**src/rtl/control_unit.sv**
```systemverilog
// rtl/control_unit.sv - multi-cycle sequencer driving the stack data path from 8-bit instructions
// Optional CONTROL_STACK_GUARD_EN adds a stack depth guard that traps into FAULT.
module control_unit #(
    parameter int WORD_RANGE       = 8,
    parameter int PC_RANGE         = 5,
    parameter int STACK_WORD_COUNT = 8
) (
    input  logic                  clk,
    input  logic                  reset,
    input  logic [7:0]            instr_in,
    output logic [PC_RANGE-1:0]   pc,
    input  logic [WORD_RANGE-1:0] dp_stack_in,
    input  logic [1:0]            dp_flags_in,
    output logic [WORD_RANGE-1:0] dp_data_out,
    output logic                  dp_cache_a_b_not,
    output logic                  dp_is_data_indirect,
    output logic                  dp_aluop,
    output logic                  dp_pop_operand,
    output logic                  dp_push_result,
    output logic                  dp_write_mem_result,
    output logic [WORD_RANGE-1:0] dp_write_address,
    output logic                  halted,
    output logic                  fault
);

    localparam logic [2:0] OP_PUSH = 3'b000;
    localparam logic [2:0] OP_POP  = 3'b001;
    localparam logic [2:0] OP_ADD  = 3'b010;
    localparam logic [2:0] OP_NAND = 3'b011;
    localparam logic [2:0] OP_JMP  = 3'b100;
    localparam logic [2:0] OP_JZ   = 3'b101;
    localparam logic [2:0] OP_JN   = 3'b110;

    typedef enum logic [3:0] {
        S_FETCH, S_POP_A, S_LD_A, S_POP_B, S_LD_B,
        S_EXEC, S_STORE, S_BRANCH, S_HALT, S_FAULT
    } state_t;

    state_t                  state, state_next;
    logic [7:0]              ir;
    logic [WORD_RANGE-1:0]   operand_b;
    logic [1:0]              flags;
    logic [2:0]              ir_op;
    logic                    branch_taken;
    logic                    guard_trip;

    assign ir_op = ir[7:5];

    always_comb begin
        branch_taken = 1'b0;
        case (ir_op)
            OP_JMP:  branch_taken = 1'b1;
            OP_JZ:   branch_taken = flags[0];
            OP_JN:   branch_taken = flags[1];
            default: branch_taken = 1'b0;
        endcase
    end

`ifdef CONTROL_STACK_GUARD_EN
    localparam int DEPTH_W = $clog2(STACK_WORD_COUNT + 1);
    logic [DEPTH_W-1:0] depth;

    // Checked against the incoming instruction so a violating op never strobes.
    always_comb begin
        guard_trip = 1'b0;
        case (instr_in[7:5])
            OP_PUSH:         guard_trip = (depth == DEPTH_W'(STACK_WORD_COUNT));
            OP_POP:          guard_trip = (depth == '0);
            OP_ADD, OP_NAND: guard_trip = (depth < DEPTH_W'(2));
            default:         guard_trip = 1'b0;
        endcase
    end

    always_ff @(posedge clk or posedge reset) begin
        if (reset)
            depth <= '0;
        else if (dp_push_result)
            depth <= depth + DEPTH_W'(1);
        else if (dp_pop_operand)
            depth <= depth - DEPTH_W'(1);
    end

    assign fault = (state == S_FAULT);
`else
    assign guard_trip = 1'b0;
    assign fault      = 1'b0;
`endif

    always_ff @(posedge clk or posedge reset) begin
        if (reset)
            state <= S_FETCH;
        else
            state <= state_next;
    end

    always_comb begin
        state_next = state;
        case (state)
            S_FETCH: begin
                case (instr_in[7:5])
                    OP_PUSH:                 state_next = S_LD_A;
                    OP_POP, OP_ADD, OP_NAND: state_next = S_POP_A;
                    OP_JMP, OP_JZ, OP_JN:    state_next = S_BRANCH;
                    default:                 state_next = S_HALT;
                endcase
                if (guard_trip)
                    state_next = S_FAULT;
            end
            S_POP_A:  state_next = S_LD_A;
            S_LD_A:   state_next = (ir_op == OP_ADD || ir_op == OP_NAND) ? S_POP_B : S_LD_B;
            S_POP_B:  state_next = S_LD_B;
            S_LD_B:   state_next = (ir_op == OP_POP) ? S_STORE : S_EXEC;
            S_EXEC:   state_next = S_FETCH;
            S_STORE:  state_next = S_FETCH;
            S_BRANCH: state_next = S_FETCH;
            S_HALT:   state_next = S_HALT;
            S_FAULT:  state_next = S_FAULT;
            default:  state_next = S_FETCH;
        endcase
    end

    always_ff @(posedge clk or posedge reset) begin
        if (reset) begin
            pc        <= '0;
            ir        <= '0;
            operand_b <= '0;
            flags     <= '0;
        end else begin
            case (state)
                S_FETCH: begin
                    ir <= instr_in;
                    pc <= pc + PC_RANGE'(1);
                end
                S_LD_B:
                    operand_b <= (ir_op == OP_PUSH || ir_op == OP_POP) ? '0 : dp_stack_in;
                S_EXEC, S_STORE:
                    flags <= dp_flags_in;
                S_BRANCH:
                    if (branch_taken)
                        pc <= PC_RANGE'(ir[4:0]);
                default: ;
            endcase
        end
    end

    // Caches are transparent: outside LD_A keep re-driving operand_b into cache B.
    always_comb begin
        dp_cache_a_b_not    = 1'b0;
        dp_is_data_indirect = 1'b0;
        dp_data_out         = operand_b;
        dp_aluop            = 1'b0;
        dp_pop_operand      = 1'b0;
        dp_push_result      = 1'b0;
        dp_write_mem_result = 1'b0;
        case (state)
            S_LD_A: begin
                dp_cache_a_b_not = 1'b1;
                if (ir_op == OP_PUSH) begin
                    dp_is_data_indirect = 1'b1;
                    dp_data_out         = WORD_RANGE'(ir[4:0]);
                end else begin
                    dp_data_out = dp_stack_in;
                end
            end
            S_POP_A, S_POP_B: dp_pop_operand = 1'b1;
            S_EXEC: begin
                dp_push_result = 1'b1;
                dp_aluop       = ir[5];
            end
            S_STORE: dp_write_mem_result = 1'b1;
            default: ;
        endcase
    end

    assign dp_write_address = WORD_RANGE'(ir[4:0]);
    assign halted           = (state == S_HALT);

endmodule

```
**config.mk**
```make
export PLATFORM = sky130hd
export DESIGN_NAME = control_unit
export DESIGN_NICKNAME = d
export VERILOG_FILES = /design/src/rtl/control_unit.sv
export SDC_FILE = /design/constraint.sdc
export NUM_CORES = 1
export LEC_CHECK = 0
export CAP_MARGIN = 20
export CELL_PAD_IN_SITES_DETAIL_PLACEMENT = 1
export CELL_PAD_IN_SITES_GLOBAL_PLACEMENT = 1
export CORE_ASPECT_RATIO = 0.9
export CORE_UTILIZATION = 34
export CTS_CLUSTER_SIZE = 20
export DETAILED_ROUTE_END_ITERATION = 12
export PLACE_DENSITY_LB_ADDON = 0.1
export SYNTH_ARGS = -nofsm -noshare
export SYNTH_HDL_FRONTEND = slang
export SYNTH_SLANG_ARGS = --single-unit
export TNS_END_PERCENT = 10
```
**constraint.sdc**
```tcl
create_clock -name clk -period 1.95 [get_ports clk]
set_input_delay 0.2925 -clock clk [delete_from_list [all_inputs] [get_ports clk]]
set_output_delay 0.2925 -clock clk [all_outputs]
set_load 0.03 [all_outputs]
```
**Yosys cells after proc, flatten, opt, wreduce, memory -nomap -nowiden**

Cells that the tools add are included.

- Register bits: 27
- Input port bits: 20
- Output and inout port bits: 29
- Word-level logic and storage cells: 56

- Add/sub/neg operators: 1
- Equality and inequality tests: 22
- Mux-type cells: 17
- Reductions and logical operators: 11

Operator list:

| cell | number |
|---|---|
| 4-bit one-hot mux with 7 select lines | 1 |
| 8-bit 2-to-1 mux | 3 |
| 3-bit equality test, second input constant | 6 |
| 4-bit by 3-bit equality test with 1-bit output, second input constant | 4 |
| 3-bit by 2-bit equality test with 1-bit output, second input constant | 4 |
| 4-bit one-hot mux with 3 select lines | 1 |
| 5-bit one-hot mux with 2 select lines | 1 |
| 4-bit by 2-bit equality test with 1-bit output, second input constant | 2 |
| 4-bit equality test, second input constant | 2 |
| 1-bit 2-to-1 mux | 7 |
| 3-bit by 1-bit equality test with 1-bit output, second input constant | 2 |
| 3-bit zero test | 2 |
| 3-bit OR reduction | 2 |
| 5-bit by 1-bit adder with 5-bit output, second input constant | 1 |
| 5-bit 2-to-1 mux | 1 |
| 4-bit by 1-bit equality test with 1-bit output, second input constant | 1 |
| 4-bit zero test | 1 |
| 2-bit OR reduction | 2 |
| 3-bit 2-to-1 mux | 1 |
| 1-bit one-hot mux with 3 select lines | 1 |
| 1-bit logical OR | 2 |
| 2-bit 2-to-1 mux | 1 |
| 2-bit != test, second input constant | 1 |
| 2-bit AND reduction | 1 |
| 2-bit nonzero test | 1 |

**Depth between registers and ports, before layout**

- Depth in word-level cells: 4
- Gate-level depth with buffers: 7

**Least setup slack after synthesis**

OpenSTA, ideal clock, no wires.

- Path type: register to output
- Start: reg state[3]
- End: out dp_is_data_indirect
- Arrival time: 1,882 ps
- Data required time: 1,657 ps
- Path slack: -224 ps
- Stages on the path, launching flop included: 6
- Path through: dfrtp_1 -> buf_2 -> or3_1 -> clkbuf_1 -> buf_2 -> nor3_1

- Cells in the longest elaborated chain, start to end: 2

RTL lines:

| element | line | text |
|---|---|---|
| from (decl) | 39 | `state_t state, state_next;` |
| from (signal assigned) | 93 | `state <= state_next;` |
| 4-bit by 2-bit equality test with 1-bit output | 155 | `case (state)` |
| 1-bit 2-to-1 mux | 155 |  |
| to (decl) | 16 | `output logic dp_is_data_indirect,` |

No other way between the ends.

**Worst setup path after layout**

- Start: reg ir[7]
- End: out dp_data_out[2]

- Cells in the longest elaborated chain, start to end: 3

RTL lines:

| element | line | text |
|---|---|---|
| from (decl) | 40 | `logic [7:0] ir;` |
| from (signal assigned) | 131 | `ir <= instr_in;` |
| 3-bit zero test | 158 | `if (ir_op == OP_PUSH) begin` |
| 8-bit 2-to-1 mux | 158 |  |
| 8-bit 2-to-1 mux | 155 |  |
| to (decl) | 14 | `output logic [WORD_RANGE-1:0] dp_data_out,` |

No other way between the ends.

==> impl_metrics.ini <==
[die]
dieWidth_um = 74.9
die_area_um2 = 5060
coreArea_um2 = 4520
initial_utilization_pct = 36.0
fp.dieH_um = 67.6
ioPinCount = 49
num_rows = 23

[cts]
cts_tree = yes
clk_latency_ps = 270
root_buffer = clkbuf_8
cts_made_buffers = 3
cts_buffer_depth = 2
cts.reportedPaths.clkPinSlew_ps = 100
cts.sink_count = 27
post_cts_buffers = 0
htree_levels = 1
cts-hold-fix-buffers = 0

[placed_design]
portBuffers = 44
dp.cells = 289
hpwl_um = 3500
gp_congestion = 0.819

[worst_setup_path]
arrival_ps = 1720
cpPeakStageDelay_ps = 450
worstSetupStartpointType = register
worstPathCellList = or2_4, nor2_4, mux2i_1, o21ai_1, buf_4
crit_required_ps = 1660
worstReg2RegEnd = pc[4]$_DFFE_PP0P_
r2r_start = state[1]$_DFF_PP0_
startpoint = ir[7]$_DFFE_PP0P_
worst-path-buf-inv = 1
cp_num_cells = 5
crit_type = register to output pin
critPathSlowestCell = dfrtp_2
r2r_setup_slack_ps = 240
worstSetupEndpointType = output pin
cp_max_fo = 6
crit_family = simple AND/OR/NAND/NOR gates
r2r_cells = 4

[yosys]
yosysSeqAreaShare_pct = 41.6
yosysWarnings = 0
syn_area_um2 = 1630
synth_ff_type = dfrtp_1
yosysTopAreaCell = dfrtp_1
synth_cell_types = 46
yosys_register_bits = 27
synth-xor-area-share_pct = 0
avgSynthCellArea_um2 = 8.60
synthMuxAreaShare_pct = 4.46
async_flop_share_pct = 100
synthAdderAreaFrac_pct = 0.770
synth_enable_flop_cells = 0
synth_compound_area_share_pct = 16.1
synth_top_family_by_area = simple AND/OR/NAND/NOR gates
syn_inst = 189
synth.top_cell.area_share_pct = 41.6
synth_area_leaders = dfrtp_1, nand2_1, buf_4
synth-simple-area-share_pct = 27.2

[status]
violations = negative setup slack
status = finished with violations

[detailed_routing]
routed_wl_um = 4560
avgRoutedWirePerCell_um = 15.6
drt_iter0_drc = 80
viasPerCell = 5.02
drc = 0
firstDrtPassIters = 4
num_vias = 1470
detail-route-antenna-nets = 0

[final_layout]
n_fill_cell = 546
areaGrowthSynthToFinish_pct = 31.4
nets = 253
instances_no_fill = 293
multi_input_area_um2 = 818
regArea_um2 = 677
insertedDiodeCount = 0
drive_gt1_share_pct = 17.3

[sta]
rsz0062_at_grt = true
drv_slew = 0
whs_ps = 379
post-route-period-util_pct = 103
slew_headroom_pct = 62.0
setup_viol = 9
tightest_slew_ps = 570
fin_ws_ps = -62.4
fmax_ghz = 0.497
hold_viol = 0
period_minus_slack_ps = 2010
skew_ps = 1.50

[global_route]
grt.total_usage_pct = 19.6
grt_pass1_vias = 1540
grt_first_pass_wirelength_um = 7420
grt_max_degree = 28
grt_util_met2_pct = 34.8
busiest_layer = met2
antenna_found_initial = 0
grtUsageMet3_pct = 2.84
grt_overflow = 0
grt_util_met1_pct = 24.6

[flow_run]
maxCapViolations = 0

[power]
p_per_area_nw_per_um2 = 1800
power_mw = 3.84
power_leakage_nw = 0.992
vdd_ir_drop_max_mv = 0.562

[min_path]
hold_class = primary input to async pin
==> cells by family (layout without fill, tap and decap cells) <==
| kind of cell | Yosys count | in the layout |
|---|---|---|
| compound gates | 39 | 39 |
| other cells | 1 | 4 |
| fa+ha+maj | 1 | 1 |
| buf+inv | 26 | 65 |
| mux | 7 | 7 |
| flops | 27 | 27 |
| simple gates | 88 | 88 |
==> registers in the layout, summed over array words and instances, names as in the netlist <==
signal,cells
ir,8
operand_b,8
pc,5
state,4
flags,2
==> what timing repair did <==
item / in CTS / in global routing
resized for setup: 8 / 1
endpoints found under the setup margin: 14 / 9
pin swaps: 1 / 0
==> worst register-to-register path: cells and delay by family (launching register included) <==
kind | cells | cell delay [ps]
simple gates | 1 | 640
flops | 1 | 420
buf+inv | 1 | 190
compound gates | 2 | 410
==> synthesized netlist by cell type (2+ instances only) <==
cell type	count
clkbuf_1	2
nor2_1	7
o21ai_0	2
o221ai_1	2
inv_2	2
and2_1	2
dfrtp_1	27
a211oi_1	2
a22o_1	3
nor3b_1	3
a21oi_1	4
or3_1	3
nand3_1	4
inv_1	4
buf_6	2
mux2_1	2
nand2b_1	5
a221o_1	2
buf_2	6
nor3_1	3
mux2i_1	5
nand2_1	50
buf_4	10
nand3b_1	2
o21ai_1	14
==> routing by layer <==
metal,vias up,wire (um)
met3,6,131
met4,0,43
met1,710,2080
met2,31,2310
met5,-,0
li1,723,-
==> layout by cell type, fill, tap and decap left out, types with 2 or more instances in the layout <==
cell type,instances
nor3_1,2
inv_1,4
o21ai_0,2
and2_1,2
mux2_1,2
nand3_1,4
buf_4,21
nand2_1,50
a221o_1,2
o21ai_1,14
conb_1,4
nor2_1,6
dlygate4sd2_1,4
mux2i_1,5
inv_2,2
clkdlybuf4s50_1,29
or3_1,2
nand3b_1,2
a211oi_1,2
o221ai_1,2
nand2b_1,5
nor3b_1,3
clkbuf_8,3
dfrtp_1,26
a22o_1,3
a21oi_1,4
==> how the worst max path moves through the flow <==
stage | end | slack [ps]
floorplan | dp_data_out[0] | -40
global placement | dp_push_result | 190
detailed placement | dp_push_result | 130
CTS | dp_data_out[2] | -100
global route | dp_data_out[1] | -150
finish | dp_data_out[2] | -60
==> power breakdown <==
part / switching [mW] / internal, mW
Clock: 0.186 / 0.143
Sequential: 0.254 / 0.814
Combinational: 1.43 / 1.01
Total: 1.87 / 1.97
==> through the flow <==
step                setup TNS [ps]  area, um2  util [%]  setup slack, ps
floorplan                     -122       1640         -            -40.7
global placement                 0       2080      46.0              187
detailed placement               0       2080      46.0              127
CTS                           -557       2130      47.2             -103
global route                 -1060       2140      47.3             -148
finish                        -309       2140      47.3            -62.4
==> area by class of cell <==
type,count,area share [%]
multi-input cells,139,38.3
flip-flops and latches,27,31.7
repair buffers,55,23.1
well taps,62,3.63
clock buffers,3,1.93
inverters,6,1.05
clock inverters,1,0.234
Power figures use the tool's default switching activity.
